$ cat config.mk
export PLATFORM = sky130hd
export DESIGN_NAME = ctrl_seq
export DESIGN_NICKNAME = d
export VERILOG_FILES = /design/src/rtl/ctrl_seq.sv
export SDC_FILE = /design/constraint.sdc
export NUM_CORES = 1
export LEC_CHECK = 0
export CAP_MARGIN = 40
export CORE_ASPECT_RATIO = 0.5
export CORE_MARGIN = 4
export CORE_UTILIZATION = 50
export DETAILED_ROUTE_END_ITERATION = 8
export PLACE_DENSITY = 0.86
export REMOVE_ABC_BUFFERS = 1
export SLEW_MARGIN = 20
export SYNTH_ARGS = -nofsm -noshare
export SYNTH_HDL_FRONTEND = slang
export SYNTH_SLANG_ARGS = --single-unit
$ cat constraint.sdc
create_clock -name clock -period 3.2 [get_ports clock]
set_input_delay 0.64 -clock clock [delete_from_list [all_inputs] [get_ports clock]]
set_output_delay 0.64 -clock clock [all_outputs]
set_load 0.01 [all_outputs]
$ cat src/rtl/ctrl_seq.sv
// ============================================================================
// Module      : ctrl_seq
// Description : Multicycle-core control sequencer with request handshakes,
//               error traps, per-state watchdog and stale-response dropping.
// Revision    : 1.0 - initial release
// ============================================================================
`default_nettype none

module ctrl_seq #(
    parameter int TIMEOUT_CYCLES = 256,
    parameter int STALE_MAX      = 3,
    parameter int EXEC_EN        = 1
) (
    input  logic       clock,
    input  logic       reset_n,
    input  logic       ifu_reqReady,
    input  logic       ifu_respValid,
    input  logic       ifu_respErr,
    input  logic       lsu_reqReady,
    input  logic       lsu_respValid,
    input  logic       lsu_respErr,
    input  logic       is_load,
    input  logic       is_store,
    input  logic       is_multi,
    input  logic       exec_done,
    input  logic       trap_clear,
    output logic       ifu_reqValid,
    output logic       lsu_reqValid,
    output logic       lsu_wen,
    output logic       pc_wen,
    output logic       reg_wen,
    output logic       exec_start,
    output logic       trap,
    output logic [1:0] trap_cause
);

    localparam logic [2:0] c_ST_START = 3'd0;
    localparam logic [2:0] c_ST_FETCH = 3'd1;
    localparam logic [2:0] c_ST_MEM   = 3'd2;
    localparam logic [2:0] c_ST_EXEC  = 3'd3;
    localparam logic [2:0] c_ST_TRAP  = 3'd4;

    localparam logic [1:0] c_CAUSE_NONE = 2'd0;
    localparam logic [1:0] c_CAUSE_IFU  = 2'd1;
    localparam logic [1:0] c_CAUSE_LSU  = 2'd2;
    localparam logic [1:0] c_CAUSE_TMO  = 2'd3;

    localparam bit c_WDT_ON  = (TIMEOUT_CYCLES > 0);
    localparam bit c_EXEC_ON = (EXEC_EN != 0);
    localparam int c_WDT_W   = (TIMEOUT_CYCLES > 1) ? $clog2(TIMEOUT_CYCLES) : 1;
    localparam int c_STL_W   = (STALE_MAX > 0) ? $clog2(STALE_MAX + 1) : 1;
    localparam int c_WDT_LAST_I = (TIMEOUT_CYCLES > 0) ? (TIMEOUT_CYCLES - 1) : 0;
    localparam logic [c_WDT_W-1:0] c_WDT_LAST = c_WDT_W'(c_WDT_LAST_I);
    localparam logic [c_STL_W-1:0] c_STL_MAX  = c_STL_W'(STALE_MAX);

    logic [2:0]         r_state;
    logic [1:0]         r_cause;
    logic               r_ifu_acc;
    logic               r_lsu_acc;
    logic               r_is_load;
    logic               r_is_store;
    logic [c_WDT_W-1:0] r_wdt;
    logic [c_STL_W-1:0] r_ifu_stale;
    logic [c_STL_W-1:0] r_lsu_stale;

    logic       w_in_fetch;
    logic       w_in_mem;
    logic       w_in_exec;
    logic       w_waiting;
    logic       w_ifu_req;
    logic       w_lsu_req;
    logic       w_ifu_accept;
    logic       w_lsu_accept;
    logic       w_ifu_drop;
    logic       w_lsu_drop;
    logic       w_ifu_resp;
    logic       w_lsu_resp;
    logic       w_exec_fin;
    logic       w_complete;
    logic       w_timeout;
    logic       w_ifu_inc;
    logic       w_lsu_inc;
    logic       w_trans;
    logic [2:0] w_next;
    logic [1:0] w_cause_nxt;
    logic       w_pc_wen;
    logic       w_reg_wen;
    logic       w_exec_start;

    assign w_in_fetch = (r_state == c_ST_FETCH);
    assign w_in_mem   = (r_state == c_ST_MEM);
    assign w_in_exec  = (r_state == c_ST_EXEC);
    assign w_waiting  = w_in_fetch | w_in_mem | w_in_exec;

    assign w_ifu_req    = w_in_fetch & ~r_ifu_acc;
    assign w_lsu_req    = w_in_mem & ~r_lsu_acc;
    assign w_ifu_accept = w_ifu_req & ifu_reqReady;
    assign w_lsu_accept = w_lsu_req & lsu_reqReady;

    // Responses owed to an abandoned request are swallowed before anything else sees them.
    assign w_ifu_drop = ifu_respValid & (r_ifu_stale != '0);
    assign w_lsu_drop = lsu_respValid & (r_lsu_stale != '0);
    assign w_ifu_resp = w_in_fetch & r_ifu_acc & (r_ifu_stale == '0) & ifu_respValid;
    assign w_lsu_resp = w_in_mem & r_lsu_acc & (r_lsu_stale == '0) & lsu_respValid;
    assign w_exec_fin = w_in_exec & exec_done;

    assign w_complete = w_ifu_resp | w_lsu_resp | w_exec_fin;
    assign w_timeout  = c_WDT_ON & w_waiting & (r_wdt == c_WDT_LAST) & ~w_complete;

    assign w_ifu_inc = w_timeout & w_in_fetch & (r_ifu_acc | w_ifu_accept);
    assign w_lsu_inc = w_timeout & w_in_mem & (r_lsu_acc | w_lsu_accept);

    always_comb begin
        w_next       = r_state;
        w_cause_nxt  = r_cause;
        w_pc_wen     = 1'b0;
        w_reg_wen    = 1'b0;
        w_exec_start = 1'b0;
        case (r_state)
            c_ST_START: begin
                w_next = c_ST_FETCH;
            end
            c_ST_FETCH: begin
                if (w_ifu_resp) begin
                    if (ifu_respErr) begin
                        w_next      = c_ST_TRAP;
                        w_cause_nxt = c_CAUSE_IFU;
                    end else begin
                        w_pc_wen = 1'b1;
                        if (is_load | is_store) begin
                            w_next = c_ST_MEM;
                        end else if (is_multi & c_EXEC_ON) begin
                            w_next       = c_ST_EXEC;
                            w_exec_start = 1'b1;
                        end else begin
                            w_reg_wen = 1'b1;
                        end
                    end
                end else if (w_timeout) begin
                    w_next      = c_ST_TRAP;
                    w_cause_nxt = c_CAUSE_TMO;
                end
            end
            c_ST_MEM: begin
                if (w_lsu_resp) begin
                    if (lsu_respErr) begin
                        w_next      = c_ST_TRAP;
                        w_cause_nxt = c_CAUSE_LSU;
                    end else begin
                        w_reg_wen = r_is_load;
                        w_next    = c_ST_FETCH;
                    end
                end else if (w_timeout) begin
                    w_next      = c_ST_TRAP;
                    w_cause_nxt = c_CAUSE_TMO;
                end
            end
            c_ST_EXEC: begin
                if (w_exec_fin) begin
                    w_reg_wen = 1'b1;
                    w_next    = c_ST_FETCH;
                end else if (w_timeout) begin
                    w_next      = c_ST_TRAP;
                    w_cause_nxt = c_CAUSE_TMO;
                end
            end
            c_ST_TRAP: begin
                if (trap_clear) begin
                    w_next      = c_ST_FETCH;
                    w_cause_nxt = c_CAUSE_NONE;
                end
            end
            default: begin
                w_next      = c_ST_START;
                w_cause_nxt = c_CAUSE_NONE;
            end
        endcase
    end

    // A completed fetch always restarts the fetch state, even when it loops back to itself.
    assign w_trans = (w_next != r_state) | w_ifu_resp;

    always_ff @(posedge clock) begin
        if (!reset_n) begin
            r_state     <= c_ST_START;
            r_cause     <= c_CAUSE_NONE;
            r_ifu_acc   <= 1'b0;
            r_lsu_acc   <= 1'b0;
            r_is_load   <= 1'b0;
            r_is_store  <= 1'b0;
            r_wdt       <= '0;
            r_ifu_stale <= '0;
            r_lsu_stale <= '0;
        end else begin
            r_state <= w_next;
            r_cause <= w_cause_nxt;

            if (w_trans || !w_waiting) begin
                r_wdt <= '0;
            end else begin
                r_wdt <= r_wdt + 1'b1;
            end

            if (w_trans) begin
                r_ifu_acc <= 1'b0;
                r_lsu_acc <= 1'b0;
            end else begin
                if (w_ifu_accept) r_ifu_acc <= 1'b1;
                if (w_lsu_accept) r_lsu_acc <= 1'b1;
            end

            if (w_ifu_resp && !ifu_respErr) begin
                r_is_store <= is_store;
                r_is_load  <= is_load & ~is_store;
            end

            if (w_ifu_inc && !w_ifu_drop) begin
                if (r_ifu_stale != c_STL_MAX) r_ifu_stale <= r_ifu_stale + 1'b1;
            end else if (w_ifu_drop && !w_ifu_inc) begin
                r_ifu_stale <= r_ifu_stale - 1'b1;
            end

            if (w_lsu_inc && !w_lsu_drop) begin
                if (r_lsu_stale != c_STL_MAX) r_lsu_stale <= r_lsu_stale + 1'b1;
            end else if (w_lsu_drop && !w_lsu_inc) begin
                r_lsu_stale <= r_lsu_stale - 1'b1;
            end
        end
    end

    // Outputs are forced low whenever reset is asserted, before the reset edge lands.
    assign ifu_reqValid = reset_n & w_ifu_req;
    assign lsu_reqValid = reset_n & w_lsu_req;
    assign lsu_wen      = reset_n & w_lsu_req & r_is_store;
    assign pc_wen       = reset_n & w_pc_wen;
    assign reg_wen      = reset_n & w_reg_wen;
    assign exec_start   = reset_n & w_exec_start;
    assign trap         = reset_n & (r_state == c_ST_TRAP);
    assign trap_cause   = reset_n ? r_cause : c_CAUSE_NONE;

endmodule

`default_nettype wire
After elaboration in Yosys (flattened, before gate mapping)
Index checks and enable logic that the tools add are counted.
{"block": "totals", "ff_bits": 21, "inputBits": 13, "output_inout_bits": 9, "wordCells": 134}
{"block": "op_classes", "addsub": 5, "eq_ne": 14, "mux": 41, "bitwise_logic": 41, "reduce_logical": 24}
{"op": "2-to-1 mux 2 bit", "n": 14}
{"op": "bitwise AND 1 bit", "n": 27}
{"op": "2-to-1 mux 3 bit", "n": 9}
{"op": "2-to-1 mux 1 bit", "n": 15}
{"op": "one-hot mux 3 bit (5 select lines)", "n": 1}
{"op": "one-hot mux 2 bit (5 select lines)", "n": 1}
{"op": "adder 8 x 1 -> 8 bit, second input constant", "n": 1}
{"op": "== test 8 bit, second input constant", "n": 1}
{"op": "!= test 2 bit, second input constant", "n": 4}
{"op": "bitwise OR 1 bit", "n": 8}
{"op": "nonzero test 2 bit", "n": 4}
{"op": "== test 3 x 2 -> 1 bit, second input constant", "n": 2}
{"op": "logical NOT 1 bit", "n": 6}
{"op": "!= test 3 bit, second input constant", "n": 2}
{"op": "NOT 1 bit", "n": 6}
{"op": "logical AND 1 bit", "n": 5}
{"op": "AND reduction 5 bit", "n": 1}
{"op": "adder 2 x 1 -> 2 bit, second input constant", "n": 2}
{"op": "logical NOT 2 bit", "n": 2}
{"op": "!= test 2 x 1 -> 1 bit, second input constant", "n": 2}
{"op": "AND reduction 2 bit", "n": 2}
{"op": "OR reduction 2 bit", "n": 2}
{"op": "subtractor 2 x 1 -> 2 bit, second input constant", "n": 2}
{"op": "== test 3 x 1 -> 1 bit, second input constant", "n": 1}
{"op": "other kinds (5)", "n": 5}

Logic depth before layout (Yosys ltp)
Gate-level depths: netlist of the first run.
{"block": "depth", "depth_word": 15, "ltp_mapped": 7}

Least setup slack after synthesis of the first run
No wires, ideal clock.
{"block": "synth_path", "path_kind": "input port to output port", "start": "input ifu_respValid", "end": "output exec_start", "arrival_time_ns": 1.597, "t_required_ns": 2.560, "path_slack_ns": 0.963, "cell_stages": 5, "cell_sequence": "nor4bb_1 buf_2 nand3b_2 nor3_1 and3_1"}
{"block": "synth_between", "elab_chain_cells": 4}
{"item": "start: declaration", "line_no": "17", "rtl": "input logic ifu_respValid,"}
{"item": "bitwise AND 1 bit", "line_no": "103", "rtl": "assign w_ifu_resp = w_in_fetch & r_ifu_acc & (r_ifu_stale == '0) & ifu_respValid;"}
{"item": "2-to-1 mux 1 bit", "line_no": "124", "rtl": "if (w_ifu_resp) begin"}
{"item": "2-to-1 mux 1 bit", "line_no": "119", "rtl": "case (r_state)"}
{"item": "bitwise AND 1 bit", "line_no": "237", "rtl": "assign exec_start = reset_n & w_exec_start;"}
{"item": "end: declaration", "line_no": "32", "rtl": "output logic exec_start,"}
Every way passes these cells.

Worst setup path after layout of the first run
{"block": "layout_path", "start": "input ifu_respValid", "end": "output pc_wen"}
{"block": "layout_between", "elab_chain_cells": 4}
{"item": "bitwise AND 1 bit", "line_no": "103"}
{"item": "2-to-1 mux 1 bit", "line_no": "124"}
{"item": "2-to-1 mux 1 bit", "line_no": "119"}
{"item": "bitwise AND 1 bit", "line_no": "235", "rtl": "assign pc_wen = reset_n & w_pc_wen;"}
{"item": "end: declaration", "line_no": "30", "rtl": "output logic pc_wen,"}
Every way passes these cells.

==> impl_metrics.csv, run 1 <==
group,metric,value,unit
routing,via_per_inst,6.15,
synth,netlist_instances,171,
timing,max-slew-margin-rel,60.4,%
floorplan,row_count,12,
power,comb_power_share,14.4,%
global_routing,track_usage,22.2,%
floorplan,initial_utilization,56.4,%
synth,postSynth.asyncResetShare,0,%
global_routing,overflow,0,
timing,final-setup-viol-count,0,
worst_hold_path,hp-start,"r_wdt[0]",
floorplan,io-pin-count,22,
final_layout,stdcell_area,1740,um2
timing,period_needed,3160,ps
power,vdd_drop_max,0.231,mV
clock_network,cts_num_sinks,21,
final_layout,final_cells,239,
final_layout,diodes,0,
clock_network,htree_levels,1,
power,power_density,301,nW/um2
setup_path,start_kind,"primary input",
setup_path,timing.rr.start,"r_state[2]",
place,numPortBuffers,21,
place,placed_cell_area,1670,um2
synth,ys_warn_count,0,
timing,skew,4.47,ps
place,pre_cts_slack,-60.8,ps
floorplan,die_h,44.7,um
final_layout,num-nets-final,219,
place,post-dp-hpwl,2.81,mm
routing,vias,1471,
setup_path,worstSetupPathType,"primary input to primary output",
power,p_sw_share,25.8,%
clock_network,path_clk_slew,70,ps
synth,ys_types,53,
floorplan,dieArea,3640,um2
power,leakage,0.672,nW
place,place_inst,234,
worst_hold_path,min_path_type,"flip-flop to flip-flop",
timing,finalWorstSetupSlack,36.3,ps
power,p_int,0.388,mW
clock_network,cts_root_buf,"clkbuf_8",
clock_network,cts_made_buffers,3,
clock_network,postCtsHoldBufs,0,
synth,avgSynthCellArea,7.87,um2
job,drv_cap,0,
status,status,"finished clean",
final_layout,syn2layout_area_growth,29.2,%
synth,synth_edf_count,0,
setup_path,required,2560,ps
timing,finalHoldViolations,0,
place,place.gp.congestion,1.00,
power,pwr-share-seq,51.5,%
timing,drv_slew,0,
routing,wl_per_cell,16.0,um
clock_network,clock_latency,270,ps
timing,worst_slew_pin_slew,594,ps
routing,dr.pass1.iters,5,
synth,synth_ff_type,"dfxtp_1",
timing,max_freq,0.316,GHz
global_routing,grt_antenna_before_repair,0,
synth,ys_ff_latch,21,
timing,fin_crit_sh,98.9,%
routing,drc,0,
final_layout,post-route-util,72.9,%
power,p_sw,0.135,mW
setup_path,end_kind,"primary output",
floorplan,coreArea,2390,um2
routing,drtAntennaViolNets,0,
setup_path,crit_path_max_fanout,7,
timing,hold_slack,487,ps
global_routing,grt_max_degree,17,
routing,drt_iter0_drc,184,
final_layout,drive_above_1_share,14.2,%
routing,wl,3.82,mm
global_routing,grt_pass1_vias,1336,
clock_network,clk_path_buf_depth,2,
power,p_clk_share,34.1,%
synth,netlist_area,1350,um2
clock_network,tritoncts,"yes",
synth,synth_seq_area_share,31.2,%
global_routing,grt_pass1_wl,6.11,mm
setup_path,worstPathArrival,2520,ps
floorplan,die_w,81.4,um
setup_path,cp-startpoint,"ifu_respValid",
## final cells by class
class / count / area [um2]
well taps: 35 / 43.8
fillers: 179 / 648
repair buffers: 36 / 324
flip-flops and latches: 21 / 420
multi-input cells: 137 / 883
inverters: 6 / 22.5
clock buffers: 4 / 45.0
## placed cells by master (no fill, tap or decap), drive strengths merged, types with 2 or more instances in the layout
| cell type | n |
|---|---|
| a21oi | 14 |
| o211ai | 5 |
| nand3 | 9 |
| nand2 | 17 |
| xnor2 | 2 |
| and2 | 5 |
| buf | 15 |
| o21ai | 6 |
| or3 | 3 |
| clkbuf | 4 |
| clkdlybuf4s50 | 19 |
| a32oi | 2 |
| nor2 | 21 |
| xor2 | 5 |
| nor3 | 2 |
| nand2b | 2 |
| inv | 5 |
| nor4 | 2 |
| nor3b | 7 |
| dfxtp | 21 |
| and3 | 4 |
| nand3b | 2 |
| nand4 | 2 |
| and4 | 3 |
| o21a | 2 |
## worst max-delay path, stage by stage
cell,delay (ps)
clkdlybuf4s50_1,480
nor4bb_2,310
buf_4,180
nand3b_2,110
buf_4,190
nor2_1,80
clkdlybuf4s50_1,540
## layer usage
layer / part of all wire, % / GRT usage, % / vias up
met4: 1.8 / 8.08 / 0
met1: 44 / 27.8 / 700
met2: 48 / 37.5 / 60
met3: 6.6 / 5.38 / 10
met5: 0 / 0 / -
li1: - / - / 701
## cell usage after synthesis (2+ instances only)
cell	number	share of area [%]
clkbuf_1	2	0.56
nor3b_1	5	2.8
nor4_1	2	0.93
and3_1	4	1.9
nand4_1	2	0.93
or3_1	3	1.4
nor3_1	2	0.74
and2_1	5	2.3
nand3_1	8	3.0
a21oi_1	14	5.2
a32oi_1	2	1.3
nor3b_2	2	1.9
o21ai_0	5	1.9
nand2_1	17	4.7
nor2_1	21	5.9
xor2_1	5	3.3
dfxtp_1	21	31
xnor2_1	2	1.3
inv_1	5	1.4
and4_1	2	1.3
nand2b_1	2	0.93
o211ai_1	5	2.8
buf_4	2	1.1
o21a_1	2	1.1
buf_2	3	1.1
## what timing repair did
action                                  4_1_cts  5_1_grt
endpoints found under the setup margin        2        1
buffers inserted                              0        1
hold endpoints to repair                      0        0
resized for setup                             3        2
## power by group through the flow
stage / Clock, mW / Sequential, mW / Combinational, mW
after floorplan: 0 / 0.274 / 0.0329
after global placement: 0 / 0.275 / 0.0707
after detailed placement: 0 / 0.275 / 0.0717
after CTS: 0.182 / 0.269 / 0.0727
after global routing: 0.200 / 0.270 / 0.0804
final: 0.178 / 0.269 / 0.0752
## metrics by stage
step	total power [mW]	TNS, ps
final	0.523	0
after detailed placement	0.347	-118
after global routing	0.550	-0.231
after CTS	0.524	0
after floorplan	0.306	0
after global placement	0.346	0
## state kept, by name, indices dropped and copies added (netlist names)
signal	flops
r_wdt	8
r_state	3
r_cause	2
r_ifu_stale	2
r_lsu_stale	2
r_ifu_acc	1
r_is_load	1
r_is_store	1
r_lsu_acc	1
## kinds of logic (layout without fill, tap and decap cells)
logic type,Yosys count,in the layout,synth area share [%]
AOI/OAI and AO/OA,43,43,22.2
buffers and inverters,13,46,4.46
DFF,21,21,31.2
and+or+nand+nor,85,85,35.9
adders and majority gates,1,1,0.929
muxes,1,1,0.744
xor gates and xnor gates,7,7,4.55
## worst paths after layout
check | endpoint | slack [ps] | cells past startpoint
setup / recovery | pc_wen | 40 | 7
hold / removal | r_wdt[0] | 490 | 1
setup reg to reg | r_cause[0] | 1130 | 5
hold reg to reg | r_wdt[0] | 490 | 1
Power figures use the tool's default switching activity.
==> run 2: changes to the inputs <==
--- a/config.mk
+++ b/config.mk
@@ -5,7 +5,7 @@
 export SDC_FILE = /design/constraint.sdc
 export NUM_CORES = 1
 export LEC_CHECK = 0
-export CAP_MARGIN = 40
+export CAP_MARGIN = 25
 export CORE_ASPECT_RATIO = 0.5
 export CORE_MARGIN = 4
 export CORE_UTILIZATION = 50
==> results of run 2 <==
Final layout, timing and power as in run 1 (identical DEF).
